--- config.mk ---
export PLATFORM = sky130hd
export DESIGN_NAME = st_packet_channel_arbiter
export DESIGN_NICKNAME = d
export VERILOG_FILES = /design/src/rtl/st_arb_pkg.sv /design/src/rtl/rr_arbiter_core.sv /design/src/rtl/st_packet_channel_arbiter.sv
export SDC_FILE = /design/constraint.sdc
export NUM_CORES = 1
export LEC_CHECK = 0
export BUFFER_PORTS_ARGS = -buffer_cell sky130_fd_sc_hd__buf_2
export CAP_MARGIN = 20
export CORE_UTILIZATION = 36
export DETAILED_ROUTE_END_ITERATION = 16
export GPL_ROUTABILITY_DRIVEN = 0
export GPL_TIMING_DRIVEN = 0
export PLACE_DENSITY = 0.84
export REMOVE_ABC_BUFFERS = 1
export SYNTH_ARGS = -nofsm -noshare
export SYNTH_HDL_FRONTEND = slang
export SYNTH_SLANG_ARGS = --single-unit
--- constraint.sdc ---
create_clock -name clk -period 1.91 [get_ports clk]
set_input_delay 0 -clock clk [delete_from_list [all_inputs] [get_ports clk]]
set_output_delay 0 -clock clk [all_outputs]
set_load 0.02 [all_outputs]
--- src/rtl/st_arb_pkg.sv ---
// Shared types and the round-robin pick helper for the packet channel arbiter.
package st_arb_pkg;

    localparam int unsigned MAX_IN    = 8;
    localparam int unsigned MAX_IDX_W = 3;

    typedef enum logic {
        IDLE   = 1'b0,
        LOCKED = 1'b1
    } arb_state_t;

    typedef struct packed {
        logic                 any;
        logic [MAX_IDX_W-1:0] idx;
    } rr_pick_t;

    // First set request bit scanning ptr, ptr+1, ... modulo n.
    function automatic rr_pick_t rr_pick(input logic [MAX_IN-1:0]    req,
                                         input logic [MAX_IDX_W-1:0] ptr,
                                         input int unsigned          n);
        rr_pick_t    r;
        int unsigned j;
        r = '0;
        for (int unsigned off = 0; off < MAX_IN; off++) begin
            if (off < n) begin
                j = (32'(ptr) + off) % n;
                if (!r.any && req[MAX_IDX_W'(j)]) begin
                    r.any = 1'b1;
                    r.idx = MAX_IDX_W'(j);
                end
            end
        end
        return r;
    endfunction

endpackage

--- src/rtl/rr_arbiter_core.sv ---
// Combinational round-robin priority pick from a request vector and start pointer.
module rr_arbiter_core
    import st_arb_pkg::*;
#(
    parameter int unsigned NUM_IN = 4,
    parameter int unsigned IDX_W  = 2
) (
    input  logic [NUM_IN-1:0] req_i,
    input  logic [IDX_W-1:0]  ptr_i,
    output logic              any_o,
    output logic [IDX_W-1:0]  idx_o
);

    rr_pick_t pick_c;

    // Widen to the package helper's fixed width, then narrow the result back.
    always_comb begin
        pick_c = rr_pick(MAX_IN'(req_i), MAX_IDX_W'(ptr_i), NUM_IN);
        any_o  = pick_c.any;
        idx_o  = IDX_W'(pick_c.idx);
    end

endmodule

--- src/rtl/st_packet_channel_arbiter.sv ---
// Packet-granular round-robin merge of NUM_IN byte streams onto one channelized stream.
module st_packet_channel_arbiter
    import st_arb_pkg::*;
#(
    parameter int unsigned NUM_IN    = 4,
    parameter int unsigned DATA_W    = 8,
    parameter int unsigned CHANNEL_W = 8
) (
    input  logic                     clk,
    input  logic                     reset_n,
    input  logic [NUM_IN-1:0]        in_valid,
    output logic [NUM_IN-1:0]        in_ready,
    input  logic [NUM_IN*DATA_W-1:0] in_data,
    input  logic [NUM_IN-1:0]        in_startofpacket,
    input  logic [NUM_IN-1:0]        in_endofpacket,
    input  logic                     out_ready,
    output logic                     out_valid,
    output logic [DATA_W-1:0]        out_data,
    output logic [CHANNEL_W-1:0]     out_channel,
    output logic                     out_startofpacket,
    output logic                     out_endofpacket,
    output logic                     busy
);

    localparam int unsigned IDX_W = (NUM_IN > 1) ? $clog2(NUM_IN) : 1;

    if (CHANNEL_W < IDX_W) begin : g_chk_channel_w
        $error("st_packet_channel_arbiter: CHANNEL_W must be >= IDX_W");
    end
    if ((NUM_IN < 2) || (NUM_IN > MAX_IN)) begin : g_chk_num_in
        $error("st_packet_channel_arbiter: NUM_IN must be 2..8");
    end

    arb_state_t         state_q, state_d;
    logic [IDX_W-1:0]   grant_idx_q, grant_idx_d;
    logic [IDX_W-1:0]   rr_ptr_q, rr_ptr_d;

    logic [NUM_IN-1:0]  req_c;
    logic               win_any_c;
    logic [IDX_W-1:0]   win_idx_c;

    logic               sel_valid_c;
    logic [DATA_W-1:0]  sel_data_c;
    logic               sel_sop_c;
    logic               sel_eop_c;

    // Only a valid start-of-packet beat may compete for the shared path.
    assign req_c = in_valid & in_startofpacket;

    rr_arbiter_core #(
        .NUM_IN (NUM_IN),
        .IDX_W  (IDX_W)
    ) u_rr_core (
        .req_i  (req_c),
        .ptr_i  (rr_ptr_q),
        .any_o  (win_any_c),
        .idx_o  (win_idx_c)
    );

    // Select the granted stream's beat.
    always_comb begin
        sel_valid_c = 1'b0;
        sel_data_c  = '0;
        sel_sop_c   = 1'b0;
        sel_eop_c   = 1'b0;
        for (int i = 0; i < int'(NUM_IN); i++) begin
            if (grant_idx_q == IDX_W'(i)) begin
                sel_valid_c = in_valid[i];
                sel_data_c  = in_data[i*DATA_W +: DATA_W];
                sel_sop_c   = in_startofpacket[i];
                sel_eop_c   = in_endofpacket[i];
            end
        end
    end

    // State, grant and round-robin pointer registers.
    always_ff @(posedge clk or negedge reset_n) begin
        if (!reset_n) begin
            state_q     <= IDLE;
            grant_idx_q <= '0;
            rr_ptr_q    <= '0;
        end else begin
            state_q     <= state_d;
            grant_idx_q <= grant_idx_d;
            rr_ptr_q    <= rr_ptr_d;
        end
    end

    // Arbitrate in IDLE; release the grant once the EOP beat is accepted.
    always_comb begin
        state_d     = state_q;
        grant_idx_d = grant_idx_q;
        rr_ptr_d    = rr_ptr_q;
        case (state_q)
            IDLE: begin
                if (win_any_c) begin
                    grant_idx_d = win_idx_c;
                    state_d     = LOCKED;
                end
            end
            LOCKED: begin
                if (sel_valid_c && out_ready && sel_eop_c) begin
                    state_d  = IDLE;
                    rr_ptr_d = (grant_idx_q == IDX_W'(NUM_IN - 1)) ? '0
                                                                   : grant_idx_q + IDX_W'(1);
                end
            end
            default: state_d = IDLE;
        endcase
    end

    // Zero-latency passthrough of the granted stream while locked; quiet otherwise.
    always_comb begin
        in_ready          = '0;
        out_valid         = 1'b0;
        out_data          = '0;
        out_channel       = '0;
        out_startofpacket = 1'b0;
        out_endofpacket   = 1'b0;
        busy              = 1'b0;
        if (state_q == LOCKED) begin
            out_valid         = sel_valid_c;
            out_data          = sel_data_c;
            out_channel       = CHANNEL_W'(grant_idx_q);
            out_startofpacket = sel_sop_c;
            out_endofpacket   = sel_eop_c;
            busy              = 1'b1;
            for (int i = 0; i < int'(NUM_IN); i++) begin
                in_ready[i] = (grant_idx_q == IDX_W'(i)) && out_ready;
            end
        end
    end

endmodule

==> run summary <==
status -> finished, final reports clean
leakage power -> 0.632 nW
Vias -> 1091
highest net fanout along the worst path -> 13
Setup TNS Final -> 0 ns
GRT Residual Overflow -> 0
post-synthesis cell area -> 800 um^2
top cell type's share of synthesized area -> 15.6%
area taken by multi-input logic gates -> 646 um^2
DRT iter0 DRCs -> 35
Total GRT Usage -> 20.2%
Cell Rows -> 16
pwr/cell area -> 1500 nW/um^2
Final #Nets -> 227
peak supply drop -> 0.727 mV
final hold slack -> 0.101 ns
CP Class -> reg2reg
Final min period -> 1.82 ns
DRC -> 0
Clock H-tree levels -> 1
cts bufs inserted -> 3
die area -> 2410 um^2
largest net degree at the start of global routing -> 17
die height -> 49.1 um
first-pass GRT wire length -> 3970 um
Worst Skew -> 0.000128 ns
fraction of layout cells with a size suffix above 1 -> 48.6%
largest cells by area after synthesis -> dfrtp_1, a22o_1, o21ai_0
Syn Area/Cell -> 7.20 um^2
Yosys Warn Count -> 0
worst path bufs/invs -> 1
Max clock buf depth -> 2
Crit path top cell by count -> a211oi_1
initial antenna violation count -> 0
fin crit share -> 95.3%
register bit total from synthesis -> 5
commonest cells after routing, fill and taps aside -> buf_2, nand2_1, a22o_1, a22oi_1, o21ai_0
die width -> 49.1 um
RSZ-0062 raised after global routing -> no
Ports -> 71
register area share after synthesis -> 15.6%
CP Launch Type -> flop
Clock Sinks -> 5
WL/cell -> 12.9 um
DRT Wirelength -> 2610 um
vias in the first global route -> 922
synth-to-layout area growth -> 51.3%
CTS tree -> yes
Filler Cells Inserted -> 182
Fmax -> 0.550 GHz
Syn Inst Count -> 111
DR pass1 iterations -> 4
CP endpoint kind -> flop
crit-path max cell delay -> 0.45 ns
Skew-Pair Late Insertion Delay -> 0.24 ns
Hold Path Class -> in2async
FF+latch area -> 128 um^2
Final ANT Viol Nets -> 0
initial core utilization -> 39.5%
Cell Chain, Critical Path -> inv_2 > ha_4 > a211oi_1 > a211oi_1 > nand4_1 > mux2_2
critical path's top delay family -> flip-flops
CTS root buf -> clkbuf_4
critical path data arrival time -> 1.93 ns
worst endpoint required time -> 2.03 ns
Buffers on Ports -> 64
Ant. Diodes -> 0
Worst-path clk slew -> 0.04 ns
Vias/cell -> 5.40
Core Box Area -> 2020 um^2
CP max stage cell -> dfrtp_2
Hold Violations, Final -> 0
R2R Setup Slk -> 0.09 ns
Yosys cell types -> 27
cell taking the most area after synthesis -> dfrtp_1
HPWL Detailed -> 1950 um
max_cap viols -> 0
Setup violations, final -> 0
leading cell type in the layout, fill and taps excluded -> buf_2
Slew Limit Fails -> 0
[state kept, by name, summed over array words and instances (netlist names)]
register,flops
grant_idx_q,2
rr_ptr_q,2
state_q,1
[cell type report]
cell class,count,area share [%]
tap,27,2.79
timing repair buffer,69,29.6
sequential,5,10.5
inverter,5,1.55
multi-input combinational,92,53.4
clock buffer,4,2.17
[what timing repair did]
action                                  CTS  global route
buffers inserted                          1             3
pin swaps                                 0             1
hold buffers                              1             0
endpoints found under the setup margin   14            12
hold endpoints to repair                  5             0
resized for setup                        13             7
[kinds of logic (layout without fill, tap and decap cells)]
| logic type | Yosys count | count (layout) | share of synthesized area [%] |
|---|---|---|---|
| AO/OA/AOI/OAI | 40 | 40 | 34.6 |
| adder cells (fa/ha/maj) | 4 | 4 | 6.26 |
| buffers and inverters | 19 | 78 | 12.8 |
| flip-flops | 5 | 5 | 15.6 |
| multiplexers | 3 | 3 | 4.23 |
| other | 1 | 6 | 0.469 |
| AND/OR/NAND/NOR | 39 | 39 | 26.0 |
[per-stage QoR]
step	area, um^2	power, mW	cells	util, %	setup WS (ns)
6_report	1210	1.81	202	59.8	0.0905
3_5_place_dp	1090	1.50	193	53.8	-0.317
2_1_floorplan	734	1.11	102	-	0.0322
3_3_place_gp	1090	1.46	193	53.8	-0.251
4_1_cts	1190	1.76	199	58.7	-0.0218
5_1_grt	1210	1.94	202	59.8	0.00203
[routing by layer]
metal | global-route usage (%) | vias to the layer above | part of all wire, %
met5 | 0 | - | 0
met4 | 5.88 | 0 | 0
met3 | 4.36 | 0 | 9.2
met2 | 37.0 | 62 | 51
met1 | 23.1 | 501 | 40
li1 | - | 528 | -
[path summary, 6_finish.rpt]
check,cells after the start,start,end
min in group clk,4,in_startofpacket[2],state_q
max in group asynchronous,2,reset_n,grant_idx_q[1]
setup / recovery,6,grant_idx_q[0],rr_ptr_q[0]
setup reg to reg,6,grant_idx_q[0],rr_ptr_q[0]
hold / removal,2,reset_n,grant_idx_q[0]
hold reg to reg,1,rr_ptr_q[0],rr_ptr_q[0]
[power by group]
| part | internal [mW] | switching, mW | total, mW | leakage (nW) |
|---|---|---|---|---|
| Clock | 0.0788 | 0.0402 | 0.119 | 0.0150 |
| Sequential | 0.153 | 0.0747 | 0.228 | 0.0559 |
| Combinational | 0.642 | 0.821 | 1.46 | 0.561 |
| Total | 0.874 | 0.936 | 1.81 | 0.632 |
[Yosys cell counts]
cell type and n:
dfrtp_1 5, a211oi_1 4, nand4_1 2, and3_1 4, ha_1 4, o21a_1 1, conb_1 1, a222oi_1 1
nand3_1 4, nor2b_1 4, a21oi_1 4, buf_2 1, buf_4 6, buf_6 1, inv_1 5, clkbuf_1 4
nor3b_1 2, nand2_1 13, a22o_1 9, mux2_2 3, nand3b_1 3, buf_1 2, and2_1 5, nor2_1 2
a22oi_1 8, a41o_1 1, o21ai_0 12
No activity file was read; power rests on OpenSTA's default activity.
